[src/rtl/if_id_skid_reg_pkg.sv]
// rtl/if_id_skid_reg_pkg.sv - shared IF/ID pipeline types and constants
//
// Purpose: constants and types shared by the fetch/decode pipeline register
//          and its helpers.
//   NOP_INSTR      instruction presented to decode when no beat is valid
//   if_id_beat_t   one fetched beat {pc, instr}
//   OCC_*          occupancy encoding {main_v, skid_v}

package if_id_skid_reg_pkg;

  localparam int          BEAT_W    = 32;
  localparam logic [31:0] NOP_INSTR = 32'h0000_0000;

  typedef struct packed {
    logic [BEAT_W-1:0] pc;
    logic [BEAT_W-1:0] instr;
  } if_id_beat_t;

  // Occupancy is the pair {main_v, skid_v}; the skid entry is only ever
  // filled behind a valid main entry, so 2'b01 cannot occur.
  localparam logic [1:0] OCC_EMPTY = 2'b00;
  localparam logic [1:0] OCC_ONE   = 2'b10;
  localparam logic [1:0] OCC_TWO   = 2'b11;

endpackage

[src/rtl/if_id_skid_reg_sat_counter.sv]
// rtl/if_id_skid_reg_sat_counter.sv - saturating up-counter
//
// Purpose: counts cycles where inc=1, sticks at all-ones, clears on rst.
// Ports:
//   clk    clock
//   rst    synchronous active-high clear (wins over inc)
//   inc    count this cycle
//   count  current value

module sat_counter #(
  parameter int W = 16
) (
  input  logic         clk,
  input  logic         rst,
  input  logic         inc,
  output logic [W-1:0] count
);

  localparam logic [W-1:0] ONE = {{(W-1){1'b0}}, 1'b1};
  localparam logic [W-1:0] MAX = {W{1'b1}};

  always_ff @(posedge clk) begin
    if (rst) begin
      count <= '0;
    end else if (inc && (count != MAX)) begin
      count <= count + ONE;
    end
  end

endmodule

[src/rtl/if_id_skid_reg.sv]
// rtl/if_id_skid_reg.sv - IF/ID pipeline register with 2-entry skid buffer
//
// Purpose: holds fetched {pc, instr} beats and presents them to decode under a
//          valid/ready handshake. A skid entry absorbs one beat while decode
//          stalls so if_ready never depends combinationally on id_ready.
// Ports:
//   clk, rst            clock, synchronous active-high reset
//   if_valid/if_pc/if_instr/if_ready   fetch-side handshake
//   id_valid/id_pc/id_instr/id_ready   decode-side handshake
//   flush               drop all held and incoming beats
//   stall_cnt           cycles with id_valid & !id_ready (saturating)
//   flush_cnt           flushes that dropped a valid beat (saturating)

module if_id_skid_reg #(
  parameter int                DATA_W    = 32,
  parameter logic [DATA_W-1:0] NOP_INSTR = if_id_skid_reg_pkg::NOP_INSTR,
  parameter int                CNT_W     = 16
) (
  input  logic              clk,
  input  logic              rst,
  input  logic              if_valid,
  input  logic [DATA_W-1:0] if_pc,
  input  logic [DATA_W-1:0] if_instr,
  output logic              if_ready,
  output logic              id_valid,
  output logic [DATA_W-1:0] id_pc,
  output logic [DATA_W-1:0] id_instr,
  input  logic              id_ready,
  input  logic              flush,
  output logic [CNT_W-1:0]  stall_cnt,
  output logic [CNT_W-1:0]  flush_cnt
);

  import if_id_skid_reg_pkg::*;

  logic              main_v;
  logic              skid_v;
  logic [DATA_W-1:0] main_pc;
  logic [DATA_W-1:0] main_instr;
  logic [DATA_W-1:0] skid_pc;
  logic [DATA_W-1:0] skid_instr;

  logic       accept;
  logic       consume;
  logic [1:0] occ;

  // Ready only looks at the skid flag: with the skid free there is always
  // room for one more beat, whatever decode does this cycle.
  assign if_ready = !skid_v && !rst;
  assign accept   = if_valid && if_ready;
  assign consume  = main_v && id_ready;
  assign occ      = {main_v, skid_v};

  assign id_valid = main_v;
  assign id_pc    = main_pc;
  assign id_instr = main_v ? main_instr : NOP_INSTR;

  always_ff @(posedge clk) begin
    if (rst) begin
      main_v     <= 1'b0;
      skid_v     <= 1'b0;
      main_pc    <= '0;
      main_instr <= '0;
      skid_pc    <= '0;
      skid_instr <= '0;
    end else if (flush) begin
      // Data registers keep their contents; only the valid flags drop.
      main_v <= 1'b0;
      skid_v <= 1'b0;
    end else begin
      case (occ)
        OCC_EMPTY: begin
          if (accept) begin
            main_v     <= 1'b1;
            main_pc    <= if_pc;
            main_instr <= if_instr;
          end
        end
        OCC_ONE: begin
          if (consume && accept) begin
            main_pc    <= if_pc;
            main_instr <= if_instr;
          end else if (consume) begin
            main_v <= 1'b0;
          end else if (accept) begin
            skid_v     <= 1'b1;
            skid_pc    <= if_pc;
            skid_instr <= if_instr;
          end
        end
        OCC_TWO: begin
          // if_ready is low here, so only the drain path exists.
          if (consume) begin
            main_pc    <= skid_pc;
            main_instr <= skid_instr;
            skid_v     <= 1'b0;
          end
        end
        default: begin
          // Unreachable encoding; fall back to empty rather than lock up.
          main_v <= 1'b0;
          skid_v <= 1'b0;
        end
      endcase
    end
  end

  sat_counter #(.W(CNT_W)) u_stall_cnt (
    .clk   (clk),
    .rst   (rst),
    .inc   (main_v && !id_ready),
    .count (stall_cnt)
  );

  sat_counter #(.W(CNT_W)) u_flush_cnt (
    .clk   (clk),
    .rst   (rst),
    .inc   (flush && (main_v || skid_v)),
    .count (flush_cnt)
  );

endmodule

[config.mk]
export PLATFORM = sky130hd
export DESIGN_NAME = if_id_skid_reg
export DESIGN_NICKNAME = d
export VERILOG_FILES = /design/src/rtl/if_id_skid_reg_pkg.sv /design/src/rtl/if_id_skid_reg_sat_counter.sv /design/src/rtl/if_id_skid_reg.sv
export SDC_FILE = /design/constraint.sdc
export NUM_CORES = 1
export LEC_CHECK = 0
export BUFFER_PORTS_ARGS = -buffer_cell sky130_fd_sc_hd__buf_4
export CORE_MARGIN = 1.5
export CORE_UTILIZATION = 30
export CTS_CLUSTER_SIZE = 25
export DETAILED_ROUTE_END_ITERATION = 12
export RECOVER_POWER = 100
export SYNTH_ARGS = -nofsm -noshare
export SYNTH_HDL_FRONTEND = slang
export SYNTH_SLANG_ARGS = --single-unit
[constraint.sdc]
create_clock -name clk -period 6.2 [get_ports clk]
set_clock_uncertainty 0.15 [all_clocks]
set_input_delay 0.31 -clock clk [delete_from_list [all_inputs] [get_ports clk]]
set_output_delay 0.31 -clock clk [all_outputs]
set_load 0.02 [all_outputs]
# Word level (Yosys, flattened, before mapping)

Index checks and enable logic that the tools add are counted.

$add $sub $neg: 2
Multipliers: 0
Div/mod/pow operators: 0
Order comparisons: 0
Eq/ne operators: 11
Shift-type cells: 0
Multiplexer cells: 16
Bitwise gates (word level): 5
Reductions and logical operators: 19

Operators by type and width:

| kind                                                             | count |
|---|---|
| 32-bit 2-to-1 mux                                                | 7 |
| 32-bit one-hot mux with 3 select lines                           | 2 |
| 16-bit by 1-bit adder with 16-bit output (second input constant) | 2 |
| 16-bit != test (second input constant)                           | 2 |
| 5-bit AND reduction                                              | 3 |
| 2-bit != test (second input constant)                            | 7 |
| 1-bit logical AND                                                | 8 |
| 1-bit one-hot mux with 3 select lines                            | 2 |
| 1-bit 2-to-1 mux                                                 | 5 |
| 1-bit inverter                                                   | 5 |
| 2-bit equality test (second input constant)                      | 2 |
| 4-bit AND reduction                                              | 1 |
| 1-bit zero test                                                  | 3 |
| 3-bit nonzero test                                               | 1 |
| 2-bit zero test                                                  | 1 |
| 2-bit OR reduction                                               | 1 |
| 1-bit logical OR                                                 | 1 |

Register bits: 162
Latch bits: 0
Bits in writable memories: 0
ROM bits: 0
Logic and storage cells: 61
Memories: 0

# Depth between registers and ports, before layout

Gate-level depths: netlist (run 1).

Depth after elaboration: 7
Mapped depth: 7
Gate-level depth less buffers: 6

# Modules after synthesis

A second synthesis (run 1) with hierarchy kept.

Cells, all modules: 977
Area total of the unflattened synthesis: 8590.7 µm²

By module, submodules not included:

| module         | times used | cells an instance | area an instance (µm²) | seq. area each (µm²) |
|---|---|---|---|---|
| if_id_skid_reg | 1          | 779               | 6894.1                 | 2602.5 |
| sat_counter    | 2          | 99                | 848.3                  | 320.3 |

# Worst setup path after synthesis (run 1)

Ideal clock, no wire load.

Path kind: reg2reg
From: register u_flush_cnt.count[0]
To: register u_flush_cnt.count[0]
Data arrival time: 1.928 ns
Setup slack: 3.994 ns
Stages on the path, launching flop included: 7
Buffers on the path: 0
Period minus slack after synthesis: 2.206 ns
Cell sequence: dfxtp_1 -> ha_1 -> nand4_1 -> nor4_1 -> nor2_1 -> xnor2_1 -> nor2_1

Longest elaborated chain between the ends: 2

Ends and longest elaborated chain:

| what                                                                                             | line                             | source |
|---|---|---|
| start: declaration                                                                               | if_id_skid_reg_sat_counter.sv:16 | `output logic [W-1:0] count` |
| start signal: assignment                                                                         | if_id_skid_reg_sat_counter.sv:26 | `count <= count + ONE;` |
| parallel branches: the longest is 2 deep, another holds 16-bit by 1-bit adder with 16-bit output | --                               |  |

Several ways; the timed one is not identified.
A chain may end at the register's enable or synchronous reset.

# Final worst setup path (run 1)

From: register main_v, in the netlist id_valid
To: register main_pc[28], in the netlist id_pc[28]

Longest elaborated chain between the ends: 4

Ends and longest elaborated chain:

| what                                 | line                 | source |
|---|---|---|
| start: declaration                   | if_id_skid_reg.sv:36 | `logic main_v;` |
| start signal: assignment             | if_id_skid_reg.sv:60 | `main_v <= 1'b0;` |
| start signal: assignment             | if_id_skid_reg.sv:68 | `main_v <= 1'b0;` |
| start signal: assignment             | if_id_skid_reg.sv:74 | `main_v <= 1'b1;` |
| 1-bit logical AND                    | if_id_skid_reg.sv:51 | `assign consume = main_v && id_ready;` |
| 1-bit logical AND                    | if_id_skid_reg.sv:80 | `if (consume && accept) begin` |
| 2-bit != test (no source line)       | --                   |  |
| 5-bit AND reduction (no source line) | --                   |  |
| end signal: assignment               | if_id_skid_reg.sv:75 | `main_pc <= if_pc;` |
| end signal: assignment               | if_id_skid_reg.sv:81 | `main_pc <= if_pc;` |
| end signal: assignment               | if_id_skid_reg.sv:94 | `main_pc <= skid_pc;` |
| end: declaration                     | if_id_skid_reg.sv:38 | `logic [DATA_W-1:0] main_pc;` |

Parallel ways exist; a longest one is shown, timed or not.

==> results.txt, run 1 <==
----------------------------------------------------
[Yosys]
  Share of the synthesized area in the top cell type ... 47.12%
  Sequential element share of the synthesized area ... 47.12%
  Fraction of synthesis flops using an asynchronous set or reset pin ... 0%
  Mean instance size in the synthesized netlist ... 7.884 sq um
  Share of cell area taken by muxes after synthesis ... 0.1454%
  Count leader, synth ... nand2_1
  Synth Area in XOR/XNOR ... 2.799%
  Simple-gate portion of the synthesized area ... 29.25%
  Commonest cells in the netlist ... nand2_1, dfxtp_1, nor2_1
  Largest family of logic cells by synthesized area ... simple AND/OR/NAND/NOR gates
  Gate Count Post-Synth ... 873
  Number of synthesized register bits ... 162
  Post-synthesis net count ... 944
  Adder-cell share of the synthesized area ... 0.3636%
  Cell types occupying the most area after synthesis ... dfxtp_1, nand2_1, a311oi_1
  Cell type with the largest total area after synthesis ... dfxtp_1
  Number of distinct library cell variants in the gate-level netlist after synthesis ... 39
  Yosys warns ... 0
  Compound-cell area share of the yosys netlist ... 15.38%
  Count of flip-flops with a built-in enable after synthesis ... 0
  Commonest register cell after synthesis ... dfxtp_1
  Cell area after synthesis ... 6883 sq um

[Critical path]
  Most common cell type on the critical path ... buf_4
  Kind of start point of the critical path ... flip-flop
  CP max-delay cell ... dfxtp_1
  Worst path cell trace ... nand2_2 > buf_4 > a211oi_1 > buf_4 > buf_4 > nor2_1 > a311oi_1
  Startpoint of the worst-slack reg-to-reg timing path ... id_valid
  Maximum fanout along the worst path ... 82
  Required time reported for the critical path endpoint ... 6350 ps
  Crit path capture type ... flip-flop
  Worst setup path class ... reg -> reg
  Critical path arrival ... 4320 ps
  CP peak stage delay ... 1500 ps
  Startpoint of the worst setup timing path ... id_valid

[Finish]
  Final net count ... 1131
  Antenna diode instance count ... 0
  Layout overhead on the synthesized area ... 33.58%
  Fraction of layout cells with a size suffix above 1 ... 12.40%

[Power]
  Power density relative to cell area ... 257.0 nW/um^2
  Largest vdd supply drop ... 0.1520 mV
  Static power due to leakage ... 0.003234 uW

[Worst hold path]
  Worst hold path class ... in -> reg
  Startpoint of the most critical hold path ... if_valid

[Global routing]
  Global-route wire length before repair ... 31.19 mm
  Maximum number of pins on one net before global-route repair ... 93
  Vias in the first global route ... 6017
  Total congestion overflow ... 0
  Number of antenna violations at the first check in global routing ... 0
  Global routing usage summed across all routing layers ... 16.08%

[Clock network]
  # Post-CTS Setup Buffers ... 0
  CTS Sinks ... 162
  TritonCTS clock tree ... yes
  Number of buffers created by CTS ... 17
  Clock transition at the registers of the reported paths ... 70 ps
  Maximum number of buffers from clock root to sink ... 2
  H-Tree Level Count ... 4
  Quantity of gates resized following cts ... 0
  Post-CTS Hold Buffers ... 65
  Root Buffer Master ... clkbuf_16
  Clock network latency to the later pin of the worst-skew pair ... 420 ps

[Drt]
  Routed len/inst ... 14.06 microns
  Vias ... 6587
  Iteration-0 DRC count of the detailed router ... 306
  Detailed-routing iteration count for the pre-antenna-repair pass ... 4
  Post-route antenna net violation count ... 0
  Per-cell via count in the routed design ... 4.851
  Drt drc ... 0
  Overall routed net length ... 19.09 mm

[Floorplan]
  CORE AREA ... 22570 sq um
  Height of the chip ... 154.5 microns
  Number of top-level design ports ... 167
  Total die area ... 23860 sq um
  Die X-Extent ... 154.5 microns
  Starting utilization of the core area ... 30.49%
  Placement Rows ... 55

[Timing]
  Worst slew pin tran ... 1959 ps
  Crit share post-route ... 67.35%
  Final setup viols ... 0
  Setup TNS ... 0 ps
  Final Max Slew Viols ... 149
  Maximum clock frequency ... 239.5 MHz
  Unrepaired setup endpoints after global routing ... no
  Relative slew slack ... -30.62%
  Fin Hold WS ... 24.13 ps
  Hold Vio Cnt, Final ... 0
  Minimum period implied by the final worst setup slack ... 4176 ps

[Status]
  Violated checks ... max-capacitance violations, max-slew violations
  Outcome ... finished, violations left

[Placed design]
  Gp weighted congestion ... 0.7348
  Number of I/O port buffers ... 166
  Half-perimeter wire length of the detailed placement result ... 11.10 mm

[Job]
  Number of max-cap violations ... 2

----------------------------------------------------
per-layer routing:
metal / GRT usage (%) / routed length, microns / part of all wire [%]
met1: 21.62 / 9165 / 48
met5: 0 / 0 / 0
met2: 25.91 / 9006 / 47
met3: 3.614 / 748 / 3.9
met4: 4.441 / 170 / 0.89
placed cells by master (no fill, tap or decap), drive strengths merged, types with 4 or more instances in the layout:
master and n:
a21oi 76, a311oi 64, and2 34, and4 4
buf 96, clkbuf 96, dfxtp 162, dlygate4sd3 65
inv 11, nand2 205, nand3 74, nand4 8
nor2 93, nor3 14, nor4 7, o21ai 6
or3 4, xnor2 22
where the power goes:
part | total [uW] | leakage [uW] | switching (uW) | internal, uW
sequential | 1080 | 0.00131 | 18.3 | 1070
clock | 1090 | 0.000294 | 470 | 618
combinational | 191 | 0.00163 | 102 | 88.8
area by class of cell:
type	count	area (sq um)
clock inverter	14	166.4
clock buffer	18	439.2
fill	2344	13380
sequential	162	3244
multi-input combinational	636	3307
timing repair buffer	239	1665
inverter	4	15.01
tap	285	356.6
worst max-delay path, delay by kind of cell (launching register included):
kind / cells / cell delay [ps]
compound gates: 2 / 600
buf+inv: 3 / 1570
flops: 1 / 1500
simple gates: 2 / 150
cells by family (layout without fill, tap and decap cells):
group / Yosys count / after routing
buf+inv: 75 / 275
mux: 1 / 1
xor+xnor: 22 / 22
flops: 162 / 162
simple gates: 454 / 454
fa+ha+maj: 2 / 2
compound gates: 157 / 157
stage by stage:
stage / instance area [sq um] / worst slack (ps) / total power, uW / instances / utilization (%)
after CTS: 9502 / 2798 / 2410 / 1358 / 42.10
after global placement: 8245 / 2860 / 1277 / 1261 / 36.53
after floorplan: 6883 / 3994 / 1196 / 873 / -
after global routing: 9194 / 1525 / 2465 / 1358 / 40.73
final: 9194 / 2024 / 2363 / 1358 / 40.73
after detailed placement: 8245 / 2807 / 1278 / 1261 / 36.53
registers in the layout, indices dropped and copies added (netlist names):
name,count
id_valid,1
id_pc,32
skid_instr,32
u_flush_cnt.count,16
main_instr,32
skid_v,1
u_stall_cnt.count,16
skid_pc,32
path summary, 6_finish.rpt:
check             endpoint  slack [ps]  depth (start not counted)
max reg2reg      id_pc[28]        2020                          7
min                 skid_v          20                          3
max              id_pc[28]        2020                          7
min reg2reg  skid_instr[5]         300                          2
Power figures use the tool's default switching activity.
==> run 2: changes to the inputs <==
--- a/config.mk
+++ b/config.mk
@@ -5,6 +5,7 @@
 export SDC_FILE = /design/constraint.sdc
 export NUM_CORES = 1
 export LEC_CHECK = 0
+export ABC_AREA = 1
 export BUFFER_PORTS_ARGS = -buffer_cell sky130_fd_sc_hd__buf_4
 export CORE_MARGIN = 1.5
 export CORE_UTILIZATION = 30
==> constraint.sdc (replaced) <==
create_clock -name clk -period 3.9 [get_ports clk]
set_clock_uncertainty 0.15 [all_clocks]
set_input_delay 0.195 -clock clk [delete_from_list [all_inputs] [get_ports clk]]
set_output_delay 0.195 -clock clk [all_outputs]
set_load 0.02 [all_outputs]
==> results.txt, run 2 <==
----------------------------------------------------
[Timing]
  Relative slew slack ... 9.031%
  Min setup slack post-route ... 813.1 ps
  Hold Vio Cnt, Final ... 0
  Final setup viols ... 0
  Fin Hold WS ... 205.3 ps
  Worst slew pin tran ... 1357 ps
  Crit share post-route ... 79.15%
  Final Max Slew Viols ... 0
  Maximum clock frequency ... 324.0 MHz
  Setup TNS ... 0 ps
  Unrepaired setup endpoints after global routing ... no
  Minimum period implied by the final worst setup slack ... 3087 ps

[Finish]
  Highest-count cells in the layout ignoring fill and taps ... nand2_1, o21ai_0, inv_1
  Layout overhead on the synthesized area ... 30.64%
  Final net count ... 1347
  Final instance count without filler cells ... 1615
  Fraction of layout cells with a size suffix above 1 ... 8.844%
  Most common library cell in the layout ignoring fill and taps ... nand2_1

[Drt]
  Iteration-0 DRC count of the detailed router ... 460
  Detailed-routing iteration count for the pre-antenna-repair pass ... 4
  Overall routed net length ... 19.53 mm
  Routed len/inst ... 12.09 microns
  Vias ... 7170
  Post-route antenna net violation count ... 0
  Per-cell via count in the routed design ... 4.440
  Drt drc ... 0

[Placed design]
  Gp weighted congestion ... 0.7813
  Number of cells in the design after placement ... 1513
  Half-perimeter wire length of the detailed placement result ... 12.39 mm
  Number of I/O port buffers ... 166
  Setup Slack @ Placement ... 1304 ps

[Clock network]
  Clock transition at the registers of the reported paths ... 70 ps
  Root Buffer Master ... clkbuf_16
  # Post-CTS Setup Buffers ... 0
  CTS Sinks ... 162
  Maximum number of buffers from clock root to sink ... 2
  TritonCTS clock tree ... yes
  Clock network latency to the later pin of the worst-skew pair ... 420 ps
  Quantity of gates resized following cts ... 0
  H-Tree Level Count ... 4
  Number of buffers created by CTS ... 17

[Global routing]
  Number of antenna violations at the first check in global routing ... 2
  Global-route wire length before repair ... 32.48 mm
  Total congestion overflow ... 0
  Maximum number of pins on one net before global-route repair ... 121
  Vias in the first global route ... 6725
  Global routing usage summed across all routing layers ... 15.28%

[Critical path]
  Maximum fanout along the worst path ... 84
  Kind of start point of the critical path ... flip-flop
  Critical path arrival ... 3210 ps
  Worst setup path class ... reg -> reg
  Required time reported for the critical path endpoint ... 4030 ps
  Crit path capture type ... flip-flop

[Yosys]
  Adder-cell share of the synthesized area ... 0.3352%
  Post-synthesis net count ... 1156
  Synth Area in XOR/XNOR ... 1.408%
  Gate Count Post-Synth ... 1085
  Count of flip-flops with a built-in enable after synthesis ... 0
  Compound-cell area share of the yosys netlist ... 22.44%
  Cell type with the largest total area after synthesis ... dfxtp_1
  Number of synthesized register bits ... 162
  Fraction of synthesis flops using an asynchronous set or reset pin ... 0%
  Largest family of logic cells by synthesized area ... compound AO/OA/AOI/OAI gates
  Cell area after synthesis ... 7466 sq um
  Commonest cells in the netlist ... nand2_1, inv_1, dfxtp_1
  Cell types occupying the most area after synthesis ... dfxtp_1, nand2_1, a21oi_1
  Mean instance size in the synthesized netlist ... 6.881 sq um
  Sequential element share of the synthesized area ... 43.44%
  Number of distinct library cell variants in the gate-level netlist after synthesis ... 24
  Yosys warns ... 0
  Share of the synthesized area in the top cell type ... 43.44%
  Share of cell area taken by muxes after synthesis ... 0%
  Commonest register cell after synthesis ... dfxtp_1
  Count leader, synth ... nand2_1
  Simple-gate portion of the synthesized area ... 18.00%

[Floorplan]
  Number of top-level design ports ... 167
  Die X-Extent ... 160.8 microns
  Starting utilization of the core area ... 30.61%
  Placement Rows ... 57
  CORE AREA ... 24390 sq um
  Height of the chip ... 160.8 microns
  Total die area ... 25840 sq um

[Power]
  Power density relative to cell area ... 397.8 nW/um^2
  Largest vdd supply drop ... 0.2347 mV
  Overall power consumption ... 3880 uW
  Static power due to leakage ... 0.003995 uW

[Status]
  Outcome ... completed

[Job]
  Number of max-cap violations ... 0

[Worst hold path]
  Worst hold path class ... in -> reg

----------------------------------------------------
[run 2: cell families after synthesis]
group | count (synthesis)
AO/OA/AOI/OAI | 334
XOR/XNOR | 12
adder cells (fa/ha/maj) | 2
buffers and inverters | 247
flip-flops | 162
AND/OR/NAND/NOR | 328
[run 2: per-layer routing]
metal / routed length, microns / track usage [%] / vias up
li1: - / - / 3814
met1: 9531 / 19.65 / 3212
met5: 0 / 0 / -
met3: 963 / 3.951 / 13
met4: 199 / 4.377 / 0
met2: 8835 / 25.23 / 131
[run 2: report_power, final]
group / switching [uW] / internal (uW)
Sequential: 21.8 / 1700
Combinational: 172 / 148
Clock: 683 / 1160
[run 2: metrics by stage]
step | utilization, % | area, sq um
floorplan | - | 7466
global placement | 36.10 | 8805
detailed placement | 36.10 | 8805
CTS | 41.55 | 10130
global route | 39.99 | 9753
finish | 39.99 | 9753
[run 2: worst max-delay path: stages, from the launching register on]
cell and delay (ps):
dfxtp_1 600, nand2_1 230, nor3_4 390, clkinv_2 460, clkbuf_4 620, o21ai_0 330
a21oi_1 70
[run 2: worst paths after layout]
path	slack [ps]	depth (start not counted)	start	end
max	810	6	id_valid	skid_pc[11]
min reg2reg	290	2	id_pc[1]	id_pc[1]
min	210	6	id_ready	skid_v
max reg2reg	810	6	id_valid	skid_pc[11]
[run 2: timing repair]
action,in CTS,in global routing
hold buffers,68,0
endpoints found under the setup margin,0,0
hold endpoints to repair,76,0
[run 2: layout make-up]
class                   instances  area [sq um]
clock inverters                 8         147.6
flip-flops and latches        162          3243
fillers                      2659         14640
repair buffers                240          1624
well taps                     324         405.4
inverters                     179         674.4
clock buffers                  24         501.7
diodes                          2         5.005
multi-input cells             676          3152
==> run 3: changes to the inputs <==
--- a/config.mk
+++ b/config.mk
@@ -5,7 +5,7 @@
 export SDC_FILE = /design/constraint.sdc
 export NUM_CORES = 1
 export LEC_CHECK = 0
-export ABC_AREA = 1
+export ABC_AREA = 0
 export BUFFER_PORTS_ARGS = -buffer_cell sky130_fd_sc_hd__buf_4
 export CORE_MARGIN = 1.5
 export CORE_UTILIZATION = 30
==> constraint.sdc (replaced) <==
create_clock -name clk -period 3.2 [get_ports clk]
set_clock_uncertainty 0.15 [all_clocks]
set_input_delay 0.16 -clock clk [delete_from_list [all_inputs] [get_ports clk]]
set_output_delay 0.16 -clock clk [all_outputs]
set_load 0.02 [all_outputs]
==> results.txt, run 3 (synthesis gave the netlist of run 1 again) <==
----------------------------------------------------
[Timing]
  Minimum period implied by the final worst setup slack ... 2420 ps
  Maximum clock frequency ... 413.3 MHz
  Final setup viols ... 0
  Hold Vio Cnt, Final ... 0
  Setup TNS ... 0 ps
  Fin Hold WS ... 153.3 ps
  Crit share post-route ... 75.62%
  Relative slew slack ... 42.26%
  Worst slew pin tran ... 866.2 ps
  Unrepaired setup endpoints after global routing ... no
  Final Max Slew Viols ... 0

[Clock network]
  TritonCTS clock tree ... yes
  Clock network latency to the later pin of the worst-skew pair ... 420 ps
  Root Buffer Master ... clkbuf_16
  Clock transition at the registers of the reported paths ... 60 ps
  Number of buffers created by CTS ... 17
  Maximum number of buffers from clock root to sink ... 2
  CTS Sinks ... 162
  H-Tree Level Count ... 4
  # Post-CTS Setup Buffers ... 0

[Drt]
  Vias ... 6685
  Per-cell via count in the routed design ... 4.901
  Routed len/inst ... 14.10 microns
  Iteration-0 DRC count of the detailed router ... 303
  Post-route antenna net violation count ... 0
  Detailed-routing iteration count for the pre-antenna-repair pass ... 5
  Drt drc ... 0
  Overall routed net length ... 19.24 mm

[Finish]
  Number of filler cells placed in the layout ... 2313
  Final instance count without filler cells ... 1364
  Layout overhead on the synthesized area ... 34.59%
  Final instance area ... 9264 sq um
  Fraction of layout cells with a size suffix above 1 ... 12.79%
  Highest-count cells in the layout ignoring fill and taps ... nand2_1, dfxtp_1, buf_4
  Most common library cell in the layout ignoring fill and taps ... nand2_1
  Final core utilization ... 41.04%
  Antenna diode instance count ... 0
  Final net count ... 1137

[Power]
  Largest vdd supply drop ... 0.3303 mV
  Net Sw Power ... 1076 uW
  Relative contribution of sequential cells to total power ... 46.9%
  Part of the power in combinational logic ... 8.7%
  Sw Share ... 24.15%
  Pint ... 3380 uW
  Power density relative to cell area ... 481.0 nW/um^2
  Static power due to leakage ... 0.003270 uW
  Clk pwr share ... 44.4%

[Placed design]
  Area after DPL ... 8293 sq um
  Number of I/O port buffers ... 166
  Number of cells in the design after placement ... 1264
  Gp weighted congestion ... 0.7536
  Half-perimeter wire length of the detailed placement result ... 11.32 mm

[Global routing]
  Maximum number of pins on one net before global-route repair ... 81
  Total congestion overflow ... 0
  Number of antenna violations at the first check in global routing ... 0
  Global routing usage summed across all routing layers ... 16.22%
  Global-route wire length before repair ... 31.29 mm
  Vias in the first global route ... 6174

[Status]
  Outcome ... completed

[Floorplan]
  Die X-Extent ... 154.5 microns
  Height of the chip ... 154.5 microns
  Number of top-level design ports ... 167
  CORE AREA ... 22570 sq um
  Placement Rows ... 55
  Total die area ... 23860 sq um
  Starting utilization of the core area ... 30.49%

[Job]
  Number of max-cap violations ... 0

[Critical path]
  Kind of start point of the critical path ... flip-flop
  Required time reported for the critical path endpoint ... 3320 ps
  Worst path cell trace ... buf_4 > o21ai_0 > or3_1 > nor3_1 > xnor2_1 > nor2_1
  Maximum fanout along the worst path ... 41
  Worst setup path class ... reg -> reg
  CP max-delay cell ... or3_1
  Critical path arrival ... 2540 ps
  CP peak stage delay ... 490 ps
  Crit path capture type ... flip-flop

[Worst hold path]
  Worst hold path class ... in -> reg

----------------------------------------------------
-- run 3: changes by cell type in the layout (fill, tap and decap cells not counted), moves of 14 or more --
cell      delta
a21oi_1     -69
a311oi_1    +63
and2_0      +22
buf_4       +27
clkbuf_1    -23
inv_1      -172
nand3_1     +44
nor2_1      +25
nor3_1      +14
o21ai_0    -176
xnor2_1     +17
-- run 3: per-stage QoR --
step	power, uW	setup slack, ps
2_1_floorplan	2317	994.4
3_3_place_gp	2476	1009
3_5_place_dp	2481	917.6
4_1_cts	4537	901.8
5_1_grt	4648	514.4
6_report	4456	780.2
-- run 3: critical path, delay by kind of cell (launching register included) --
family	cells	cell delay [ps]
AO/OA/AOI/OAI	1	400
AND/OR/NAND/NOR	3	750
XOR/XNOR	1	160
buffers and inverters	1	440
flip-flops	1	390
-- run 3: final cells by class --
cell class	count	area (sq um)	area share (%)
Tap cell	285	356.6	3.849
Timing Repair Buffer	245	1757	18.96
Inverter	4	15.01	0.1621
Clock inverter	11	103.9	1.121
Clock buffer	21	470.5	5.078
Sequential cell	162	3244	35.02
Multi-Input combinational cell	636	3317	35.80
-- run 3: per-layer routing --
metal | GRT usage (%) | vias to the layer above | routed length, microns
met5 | 0 | - | 0
met4 | 6.227 | 0 | 329
met3 | 3.727 | 23 | 953
met2 | 26.79 | 162 | 9182
met1 | 20.57 | 3099 | 8771
li1 | - | 3401 | -
-- run 3: what timing repair did --
action	CTS	global route
hold endpoints to repair	132	0
gates resized for setup	0	0
hold buffers	68	0
-- run 3: path summary, 6_finish.rpt --
| kind | startpoint | slack [ps] | end | cells past startpoint |
|---|---|---|---|---|
| worst max-delay path | id_valid | 780 | u_flush_cnt.count[14] | 6 |
| worst min-delay path | id_ready | 150 | u_stall_cnt.count[2] | 6 |
| worst max register to register | id_valid | 780 | u_flush_cnt.count[14] | 6 |
| worst min register to register | skid_pc[18] | 300 | skid_pc[18] | 2 |
-- run 3: power groups by stage --
| stage | Clock [uW] | Combinational (uW) | Sequential (uW) |
|---|---|---|---|
| finish | 1980 | 387 | 2090 |
| global route | 2120 | 427 | 2100 |
| CTS | 2030 | 410 | 2090 |
| detailed placement | 0 | 343 | 2140 |
| global placement | 0 | 339 | 2140 |
| floorplan | 0 | 158 | 2160 |
